$ cat src/rtl/midi_message_encoder.sv
// midi_message_encoder: turns one parallel note/controller event into a MIDI status + data byte stream.
// Latency: first byte is valid the cycle after capture, then one byte per cycle while DataOutReady is high.
// Backpressure: DataOut/DataOutValid hold while DataOutReady is low; EventReady is high only when idle.
module midi_message_encoder #(
   parameter bit          RunningStatus = 1'b1,
   parameter int unsigned RefreshCycles = 30000000
) (
   input  logic       Clock,
   input  logic       Reset,
   input  logic       EventValid,
   output logic       EventReady,
   input  logic [1:0] EventType,
   input  logic [3:0] Channel,
   input  logic [6:0] Data1,
   input  logic [6:0] Data2,
   output logic [7:0] DataOut,
   output logic       DataOutValid,
   input  logic       DataOutReady
);

   localparam int unsigned CntWidth = $clog2(RefreshCycles + 1);
   localparam logic [CntWidth-1:0] CntMax = CntWidth'(RefreshCycles);

   typedef enum logic [1:0] {IDLE = 2'd0, STATUS = 2'd1, DATA1 = 2'd2, DATA2 = 2'd3} state_t;

   // Program change is the only two-byte message; control change maps to 0xBn, not 0xAn.
   function automatic logic [7:0] status_byte(input logic [1:0] ev_type, input logic [3:0] chan);
      logic [2:0] code;
      case (ev_type)
         2'b00:   code = 3'b000;
         2'b01:   code = 3'b001;
         2'b10:   code = 3'b011;
         default: code = 3'b100;
      endcase
      return {1'b1, code, chan};
   endfunction

   state_t state;
   state_t state_next;

   logic [1:0] ev_type;
   logic [3:0] ev_chan;
   logic [6:0] ev_data1;
   logic [6:0] ev_data2;

   logic [7:0]          last_status;
   logic                status_valid;
   logic [CntWidth-1:0] stale_cnt;

   logic       capture;
   logic       byte_done;
   logic [7:0] new_status;
   logic       skip_status;

   logic [1:0] nxt_type;
   logic [3:0] nxt_chan;
   logic [6:0] nxt_data1;
   logic [6:0] nxt_data2;
   logic [7:0] nxt_out;
   logic       nxt_valid;
   logic       nxt_ready;

   assign capture    = EventValid & EventReady;
   assign byte_done  = DataOutValid & DataOutReady;
   assign new_status = status_byte(EventType, Channel);
   // Counter is sampled at the capture edge: a saturated counter means the status must be refreshed.
   assign skip_status = RunningStatus && status_valid && (last_status == new_status) &&
                        (stale_cnt < CntMax);

   // State register
   always_ff @(posedge Clock) begin
      if (Reset) state <= IDLE;
      else       state <= state_next;
   end

   // Next-state: advance one byte per handshake; program change has no second data byte
   always_comb begin
      state_next = state;
      case (state)
         IDLE:    if (capture)   state_next = skip_status ? DATA1 : STATUS;
         STATUS:  if (byte_done) state_next = DATA1;
         DATA1:   if (byte_done) state_next = (ev_type == 2'b11) ? IDLE : DATA2;
         DATA2:   if (byte_done) state_next = IDLE;
         default: state_next = IDLE;
      endcase
   end

   // Output decode for the upcoming state, so the byte port comes straight from flops
   always_comb begin
      nxt_type  = capture ? EventType : ev_type;
      nxt_chan  = capture ? Channel   : ev_chan;
      nxt_data1 = capture ? Data1     : ev_data1;
      nxt_data2 = capture ? Data2     : ev_data2;
      nxt_out   = 8'h00;
      nxt_valid = 1'b0;
      nxt_ready = 1'b0;
      case (state_next)
         IDLE:    nxt_ready = 1'b1;
         STATUS:  begin nxt_out = status_byte(nxt_type, nxt_chan); nxt_valid = 1'b1; end
         DATA1:   begin nxt_out = {1'b0, nxt_data1};              nxt_valid = 1'b1; end
         DATA2:   begin nxt_out = {1'b0, nxt_data2};              nxt_valid = 1'b1; end
         default: nxt_ready = 1'b0;
      endcase
   end

   // Registered outputs and captured event fields
   always_ff @(posedge Clock) begin
      if (Reset) begin
         DataOut      <= 8'h00;
         DataOutValid <= 1'b0;
         EventReady   <= 1'b1;
         ev_type      <= 2'b00;
         ev_chan      <= 4'h0;
         ev_data1     <= 7'h00;
         ev_data2     <= 7'h00;
      end else begin
         DataOut      <= nxt_out;
         DataOutValid <= nxt_valid;
         EventReady   <= nxt_ready;
         ev_type      <= nxt_type;
         ev_chan      <= nxt_chan;
         ev_data1     <= nxt_data1;
         ev_data2     <= nxt_data2;
      end
   end

   // Running-status memory: restart the stale timer whenever a status byte actually leaves
   always_ff @(posedge Clock) begin
      if (Reset) begin
         last_status  <= 8'h00;
         status_valid <= 1'b0;
         stale_cnt    <= '0;
      end else if (state == STATUS && byte_done) begin
         last_status  <= DataOut;
         status_valid <= 1'b1;
         stale_cnt    <= '0;
      end else if (status_valid && stale_cnt != CntMax) begin
         stale_cnt    <= stale_cnt + CntWidth'(1);
      end
   end

endmodule
$ cat config.mk
export PLATFORM = sky130hd
export DESIGN_NAME = midi_message_encoder
export DESIGN_NICKNAME = d
export VERILOG_FILES = /design/src/rtl/midi_message_encoder.sv
export SDC_FILE = /design/constraint.sdc
export NUM_CORES = 1
export LEC_CHECK = 0
export CAP_MARGIN = 25
export CORE_ASPECT_RATIO = 1.5
export CORE_MARGIN = 2
export CORE_UTILIZATION = 34
export DETAILED_ROUTE_END_ITERATION = 8
export GPL_TIMING_DRIVEN = 1
export PLACE_DENSITY = 0.61
export RECOVER_POWER = 25
export SLEW_MARGIN = 20
export SYNTH_ARGS = -nofsm -noshare
export SYNTH_HDL_FRONTEND = slang
export SYNTH_SLANG_ARGS = --single-unit
$ cat constraint.sdc
create_clock -name Clock -period 5 [get_ports Clock]
set_clock_uncertainty 0.05 [all_clocks]
set_input_delay 1 -clock Clock [delete_from_list [all_inputs] [get_ports Clock]]
set_output_delay 1 -clock Clock [all_outputs]
set_load 0.1 [all_outputs]
## After elaboration in Yosys (flattened, before gate mapping)

Cells that the tools add are included.

| word-level totals | value |
|---|---|
| input port bits | 24 |
| register bits after elaboration | 66 |
| logic and storage cells | 54 |
| output and inout port bits | 10 |

| cells by class | value |
|---|---|
| reduce and logical (&&, ||, !) cells | 10 |
| multiplexer cells | 16 |
| equality and inequality tests | 13 |
| bitwise gates (word level) | 2 |
| add/sub/neg operators | 1 |
| magnitude comparators | 1 |

Operators with widths:

| operator | number |
|---|---|
| adder 25 x 1 -> 25 bit, second input constant | 1 |
| less-than comparator 25 bit, second input constant | 1 |
| != test 25 bit, second input constant | 1 |
| one-hot mux 8 bit (3 select lines) | 1 |
| one-hot mux 3 bit (3 select lines) | 2 |
| == test 2 bit, second input constant | 7 |
| two-way mux 2 bit | 7 |
| two-way mux 7 bit | 2 |
| == test 2 x 1 -> 1 bit, second input constant | 4 |
| == test 8 bit | 1 |
| zero test 2 bit | 4 |
| one-hot mux 2 bit (4 select lines) | 1 |
| logical AND 1 bit | 4 |
| two-way mux 4 bit | 1 |
| OR reduction 3 bit | 1 |
| AND 1 bit | 2 |
| two-way mux 1 bit | 2 |
| OR reduction 2 bit | 1 |

## Longest topological paths before layout

Gate-level depths: netlist of the first run.

| logic depth | value |
|---|---|
| word-level depth | 11 |
| depth in mapped cells | 9 |
| depth with buffers taken out | 8 |

## Worst setup path before layout of the first run

Ideal clock, no wire load.

| path | value |
|---|---|
| kind | input-to-reg |
| start | in EventType[0] |
| end | reg DataOut[2] |
| stages | 8 |
| library setup time | 125 ps |
| arrival | 2688 ps |
| path buffers | 0 |
| required time | 4825 ps |
| slack | 2136 ps |
| path through | inv_1 ha_1 xnor2_1 nor4_1 nand3b_1 o31ai_1 or2_1 o21ai_0 |

| on the way | value |
|---|---|
| longest elaborated chain between the ends | 10 |
| elaborated cells on any way between the ends | 14 |

RTL lines:

| element | RTL line | source |
|---|---|---|
| start: declaration | 12 | `input logic [1:0] EventType,` |
| == test 2 bit (tied with other cells) | 29 | `case (ev_type)` |
| one-hot mux 3 bit (3 select lines) * | 29 |  |
| == test 8 bit * | 67 | `assign skip_status = RunningStatus && status_valid && (last_status == new_status) &&` |
| logical AND 1 bit * (2 in series) | 67 |  |
| two-way mux 2 bit * (2 in series) | 80 | `IDLE: if (capture) state_next = skip_status ? DATA1 : STATUS;` |
| one-hot mux 2 bit (4 select lines) * | 79 | `case (state)` |
| == test 2 bit / == test 2 x 1 -> 1 bit (equally long branches) | 97 | `case (state_next)` |
| one-hot mux 8 bit (3 select lines) * | 97 |  |
| end signal: assignment | 117 | `DataOut <= nxt_out;` |
| end: declaration | 16 | `output logic [7:0] DataOut,` |

Mark *: on every way between the ends. The rest lies on a longest branch, timed or not.
A chain may end at the register's enable or synchronous reset.

## Worst setup path in the final report of the first run

| path | value |
|---|---|
| start | in EventValid |
| end | reg DataOut[6] |

| on the way | value |
|---|---|
| longest elaborated chain between the ends | 5 |
| elaborated cells on any way between the ends | 14 |

RTL lines:

| element | RTL line | source |
|---|---|---|
| start: declaration | 10 | `input logic EventValid,` |
| AND 1 bit * | 63 | `assign capture = EventValid & EventReady;` |
| two-way mux 2 bit (on tied branches) | 80, 90 |  |
| one-hot mux 2 bit (4 select lines) (tied with other cells) | 79 |  |
| == test 2 bit (tied with other cells) | 97 |  |
| one-hot mux 8 bit (3 select lines) * | 97 |  |

Marked as above.

==> flow_summary_export.csv, run 1 <==
group,metric,value,unit
outcome,outcome,"complete, no violations",
synthesis,synth_commonest_cells,"dfxtp_1 (66), nand2_1 (50), nor2_1 (45)",
worst_setup_path,reg2regPathDepth,6,
finish,nets,425,
finish,drive_above_1_share,6.750,%
power_and_ir_drop,switching_power,0.0003777,W
worst_setup_path,max_stage_delay,0.97,ns
cts,h-tree-depth,3,
hold_path,min_path_type,"register to register",
die,rows,42,
worst_setup_path,worstPathCellList,"dlygate4sd3_1 > and2_0 > nand2b_1 > a21oi_1 > o22ai_2 > or2_1 > o22ai_2",
synthesis,synth-edff-count,0,
route,remaining_drc_errors,0,
timing,fin_crit_sh,66.60,%
timing,worst_slew_pin_slew,1.270,ns
global_routing,grt_usage,16.08,%
synthesis,synth_nets,394,
global_routing,grt_pass1_wl,11950,um
worst_setup_path,regToRegStartpoint,"EventReady",
worst_setup_path,crit_fanout,21,
hold_path,min_path_cells,2,
flow_run,max-cap-violations,0,
placement,dpl-instance-area,3480,um^2
worst_setup_path,critPathCaptureType,"register",
global_routing,met1_usage,17.71,%
placement,port_buffers,33,
synthesis,synth_ff_type,"dfxtp_1",
synthesis,yosysWarnings,0,
synthesis,synth-async-reset-ratio,0,%
global_routing,grt_pass1_vias,2584,
die,initial_utilization,34.80,%
synthesis,yosysUniqueCellTypes,40,
global_routing,globalRouteMet2Util,28.43,%
timing,slew_viol_final,0,
timing,final_hold_viol_count,0,
worst_setup_path,path_class,"input port to register",
timing,rsz0062_at_grt,"no",
power_and_ir_drop,total_power,0.001495,W
power_and_ir_drop,switching_share,25.27,%
worst_setup_path,critical_path_arrival,3.54,ns
route,drt_wl_total,7275,um
timing,max_slew_margin,15.30,%
global_routing,grt_overflow,0,
power_and_ir_drop,p_leak,1.450,nW
worst_setup_path,r2r_end,"DataOut[6]",
cts,clk_pin_slew,0.06,ns
route,drtAntennaViolNets,0,
worst_setup_path,cp_slowest_cell,"and2_0",
timing,period_needed,3.330,ns
global_routing,grt_max_degree,36,
worst_setup_path,start_kind,"input port",
timing,fin_ws,1.670,ns
cts,cts_tree,"done",
worst_setup_path,cpMostUsedCell,"o22ai_2",
die,dieHeight,120.1,um
power_and_ir_drop,peakVddDrop,0.2941,mV
placement,hpwl,5168,um
placement,place_congestion,0.8492,
worst_setup_path,cp_top_family,"simple AND/OR/NAND/NOR gates",
finish,area_delta_synth_final,25.44,%
synthesis,netlist_instances,364,
finish,antenna_cells,0,
finish,finalInstanceArea,3831,um^2
cts,cts.sinks,66,
timing,setup_viol,0,
hold_path,worstHoldEndpoint,"ev_data1[5]",
route,wl_per_cell,14.26,um
power_and_ir_drop,seq_power_share,37.5,%
timing,whs,0.4092,ns
cts,clock_latency,0.33,ns
die,dieArea,9773,um^2
cts,cts.hold.buffers_added,0,
die,boundaryPins,34,
route,num_vias,2610,
timing,tns,0,ns
cts,numCtsBuffers,9,
route,drtIter0Drc,114,
die,fp.dieW,81.39,um
worst_setup_path,regToRegSetupSlack,2.52,ns
worst_setup_path,critPathBufInv,1,
cts,clockRootBuffer,"clkbuf_16",
hold_path,worstHoldStart,"ev_data1[5]",
global_routing,antenna_found_initial,0,
route,dr.pass1.iters,5,
synthesis,syn_avg_cell_area,8.391,um^2
synthesis,ys_seq_area_share,43.26,%
synthesis,synth_top_cell_by_area,"dfxtp_1",
timing,fmax,300.3,MHz
synthesis,yosysTopAreaCellShare,43.26,%
finish,nFillCells,849,
power_and_ir_drop,combPwrFrac,13.1,%
power_and_ir_drop,internal-power,0.001117,W
worst_setup_path,critPathRequiredTime,5.21,ns
synthesis,yosys.cell_count.top_type,"dfxtp_1",
synthesis,syn_area,3054,um^2
placement,pre_cts_slack,1.412,ns
power_and_ir_drop,clkPwrFrac,49.3,%
global_routing,grt-busiest-layer,"met2",
route,vias_per_cell,5.118,
power_and_ir_drop,power_per_cell_area,390.1,nW/um^2
synthesis,yosys-top-cells-area,"dfxtp_1 (43%), nand2_1 (6.1%), nor2_1 (5.5%)",
global_routing,use_met3,3.609,%
die,coreArea,8776,um^2
cts,clock_path_buffers,2,
synthesis,synth_seq_cells,66,
cts,postCtsSetupBuffers,0,
cts,cts_resized,0,
[per-stage QoR]
stage / utilization, % / std cells
2_1_floorplan: - / 364
3_3_place_gp: 39.65 / 494
3_5_place_dp: 39.65 / 494
4_1_cts: 43.66 / 510
5_1_grt: 43.66 / 510
6_report: 43.66 / 510
[sequential cells by signal (all words and copies together), names as in the netlist]
register	flops
DataOut	8
DataOutValid	1
EventReady	1
ev_chan	4
ev_data1	7
ev_data2	7
ev_type	2
last_status	8
stale_cnt	25
state	2
status_valid	1
[cell usage in the layout, fill, tap and decap left out, drive strengths merged, types with 8 or more instances in the layout]
cell / n
dfxtp: 66
o21ai: 10
xor2: 12
a21oi: 32
xnor2: 15
nand4: 8
mux2i: 11
clkbuf: 10
o22ai: 9
clkdlybuf4s50: 31
inv: 15
nor2: 45
nand2: 50
a211o: 10
nand3: 15
[area by class of cell]
type                       instances  area, um^2  share of cell area (%)
clock inverter                     6       112.6                   2.939
sequential                        66        1321                   34.49
clock buffer                      10       239.0                   6.238
tap                              110       137.6                   3.592
inverter                          14       52.55                   1.372
timing repair buffer              35       345.3                   9.014
multi-input combinational        269        1623                   42.36
[worst max-delay path by stage]
| stage | start | to | depth (start not counted) |
|---|---|---|---|
| 6_report | EventValid | DataOut[6] | 7 |
| 5_1_grt | EventValid | DataOut[6] | 7 |
| 4_1_cts | EventType[0] | EventReady | 9 |
| 3_5_place_dp | EventType[0] | EventReady | 9 |
| 3_3_place_gp | EventType[0] | EventReady | 9 |
| 2_1_floorplan | EventType[0] | DataOut[2] | 8 |
[cells by family (layout without fill, tap and decap cells)]
logic type	Yosys count	count (layout)	synth area share (%)
multiplexers	11	11	3.605
AO/OA/AOI/OAI	69	69	14.99
buffers and inverters	29	65	3.605
adder cells (fa/ha/maj)	6	6	2.458
AND/OR/NAND/NOR	156	156	24.33
XOR/XNOR	27	27	7.743
flip-flops	66	66	43.26
[power by group through the flow]
stage | Sequential (W) | Clock [W] | Combinational, W
2_1_floorplan | 0.000622 | 0 | 0.0000859
3_3_place_gp | 0.000573 | 0 | 0.000196
3_5_place_dp | 0.000573 | 0 | 0.000197
4_1_cts | 0.000561 | 0.000748 | 0.000198
5_1_grt | 0.000564 | 0.000775 | 0.000211
6_report | 0.000561 | 0.000737 | 0.000196
[worst min-delay path, delay by kind of cell (launching register included)]
kind	cells	cell delay, ns
flip-flops	1	0.31
AO/OA/AOI/OAI	1	0.05
AND/OR/NAND/NOR	1	0.05
[layer usage]
metal,part of all wire (%),routed length [um]
met1,42,3027
met2,54,3898
met3,2.6,187
met4,2.2,161
met5,0,0
No activity file was read; power rests on OpenSTA's default activity.
==> run 2: changes to the inputs <==
--- a/config.mk
+++ b/config.mk
@@ -11,7 +11,7 @@
 export CORE_UTILIZATION = 34
 export DETAILED_ROUTE_END_ITERATION = 8
 export GPL_TIMING_DRIVEN = 1
-export PLACE_DENSITY = 0.61
+export PLACE_DENSITY = 0.63
 export RECOVER_POWER = 25
 export SLEW_MARGIN = 20
 export SYNTH_ARGS = -nofsm -noshare
==> constraint.sdc (replaced) <==
create_clock -name Clock -period 2.9 [get_ports Clock]
set_clock_uncertainty 0.05 [all_clocks]
set_input_delay 0.58 -clock Clock [delete_from_list [all_inputs] [get_ports Clock]]
set_output_delay 0.58 -clock Clock [all_outputs]
set_load 0.1 [all_outputs]
==> run 2 against run 1 <==
Non-clock buffer count rose by 9. Cell count rose by 1.8%. Utilization rose by 0.24 points. Power rose by 73%. Combinational power rose by 76%. Critical path depth rose by 3. First-iteration DRC count fell by 0.88%. Sequential share of layout area fell by 0.19 points. Worst setup slack got worse by 1.5 ns. Largest cell class unchanged.
==> flow_summary_export.csv, run 2 (synthesis gave the netlist of run 1 again) <==
group,metric,value,unit
outcome,outcome,"complete, no violations",
route,dr.pass1.iters,4,
finish,final_common_cell,"dfxtp_1",
timing,final_hold_viol_count,0,
worst_setup_path,path_depth,10,
cts,clk_pin_slew,0.05,ns
worst_setup_path,path_class,"input port to register",
timing,worst_slew_pin_slew,1.178,ns
cts,clockRootBuffer,"clkbuf_16",
finish,final_cell_mix,"dfxtp_1 (66), nand2_1 (50), nor2_1 (45), a21oi_1 (32), clkdlybuf4s50_1 (22)",
power_and_ir_drop,internal-power,0.001946,W
global_routing,antenna_found_initial,0,
placement,port_buffers,33,
worst_setup_path,worstPathCellList,"clkdlybuf4s50_1 > inv_1 > ha_1 > xnor2_1 > or4_1 > nor4_2 > a21oi_1 > buf_4 > a21oi_1 > o22ai_1",
hold_path,min_path_type,"register to register",
cts,h-tree-depth,3,
route,wl_per_cell,13.61,um
die,dieArea,9773,um^2
placement,hpwl,5294,um
timing,max_slew_margin,21.78,%
power_and_ir_drop,switching_share,24.56,%
timing,fmax,361.4,MHz
timing,rsz0062_at_grt,"no",
finish,reg.largest.list,"stale_cnt: 25 flops, DataOut: 8 flops, last_status: 8 flops",
power_and_ir_drop,total_power,0.002580,W
worst_setup_path,cp_slowest_cell,"or4_1",
worst_setup_path,critPathCaptureType,"register",
cts,numCtsBuffers,9,
worst_setup_path,critical_path_arrival,2.92,ns
timing,tns,0,ns
worst_setup_path,max_stage_delay,0.53,ns
finish,largest-register,"stale_cnt",
route,remaining_drc_errors,0,
die,fp.dieW,81.39,um
global_routing,grt_overflow,0,
finish,stdcell_count,519,
finish,antenna_cells,0,
timing,setup_viol,0,
route,drtAntennaViolNets,0,
power_and_ir_drop,clkPwrFrac,49.1,%
finish,largest_reg_flops,25,
die,boundaryPins,34,
die,rows,42,
die,initial_utilization,34.80,%
global_routing,grt_max_degree,26,
power_and_ir_drop,switching_power,0.0006336,W
global_routing,grt_pass1_vias,2525,
cts,cts.sinks,66,
route,drtIter0Drc,113,
worst_setup_path,cpMostUsedCell,"a21oi_1",
cts,cts.hold.buffers_added,0,
cts,clock_latency,0.33,ns
cts,cts_tree,"done",
power_and_ir_drop,peakVddDrop,0.5357,mV
placement,pre_cts_slack,-0.1571,ns
timing,period_needed,2.767,ns
power_and_ir_drop,power_per_cell_area,669.7,nW/um^2
die,coreArea,8776,um^2
placement,place_inst,503,
worst_setup_path,cp_top_family,"simple AND/OR/NAND/NOR gates",
power_and_ir_drop,seq_power_share,37.5,%
global_routing,grt_usage,15.55,%
finish,drive_above_1_share,8.802,%
timing,fin_crit_sh,95.41,%
finish,area_delta_synth_final,26.14,%
route,drt_wl_total,7065,um
worst_setup_path,critPathRequiredTime,3.06,ns
route,vias_per_cell,5.060,
timing,slew_viol_final,0,
worst_setup_path,reg2regPathDepth,7,
cts,clock_path_buffers,2,
finish,nets,434,
route,num_vias,2626,
placement,place_congestion,0.9031,
power_and_ir_drop,combPwrFrac,13.4,%
power_and_ir_drop,p_leak,1.473,nW
timing,fin_ws,0.1331,ns
global_routing,grt_pass1_wl,11670,um
worst_setup_path,crit_fanout,4,
flow_run,max-cap-violations,0,
worst_setup_path,start_kind,"input port",
worst_setup_path,critPathBufInv,3,
hold_path,min_path_cells,2,
die,dieHeight,120.1,um
==> run 2: final cells by class <==
class                      count  area, um^2
timing repair buffer          44       359.1
multi-input combinational    269        1629
sequential                    66        1321
clock inverter                 5       100.1
fill                         865        4923
inverter                      14       52.55
tap                          110       137.6
clock buffer                  11       252.7
==> run 2: metrics by stage <==
stage	hold slack [ns]	util, %	instance area, um^2
after floorplan	0.3823	-	3054
after global placement	0.3985	40.28	3535
after detailed placement	0.4000	40.28	3535
after CTS	0.4092	44.30	3887
after global routing	0.4209	43.90	3852
final	0.4026	43.90	3852
==> run 2: what timing repair did <==
action,CTS,global route
setup endpoints to repair,0,2
setup buffers,0,0
gates resized for setup,0,1
==> run 2: per-layer routing <==
layer	vias to the layer above	track usage, %	wire length, um
li1	1342	-	-
met4	0	6.568	136
met1	1213	17.24	2866
met2	60	27.00	3815
met3	11	4.436	246
met5	-	0	0
==> run 2: tightest hold or removal path: cells and delay by family, from the launching register on <==
family | cells | cell delay [ns]
flops | 1 | 0.31
simple gates | 1 | 0.05
compound gates | 1 | 0.05
==> run 2: path summary, 6_finish.rpt <==
check | end | from | slack (ns)
worst min register to register | last_status[7] | DataOut[7] | 0.40
worst max-delay path | DataOut[0] | EventType[0] | 0.13
worst min-delay path | last_status[7] | DataOut[7] | 0.40
worst max register to register | DataOut[6] | stale_cnt[17] | 0.58
==> run 2: power by group through the flow <==
stage | sequential [W] | clock (W) | combinational, W
floorplan | 0.00107 | 0 | 0.000148
global placement | 0.000987 | 0 | 0.000354
detailed placement | 0.000987 | 0 | 0.000357
CTS | 0.000969 | 0.00129 | 0.000358
global route | 0.000972 | 0.00133 | 0.000370
finish | 0.000968 | 0.00127 | 0.000345
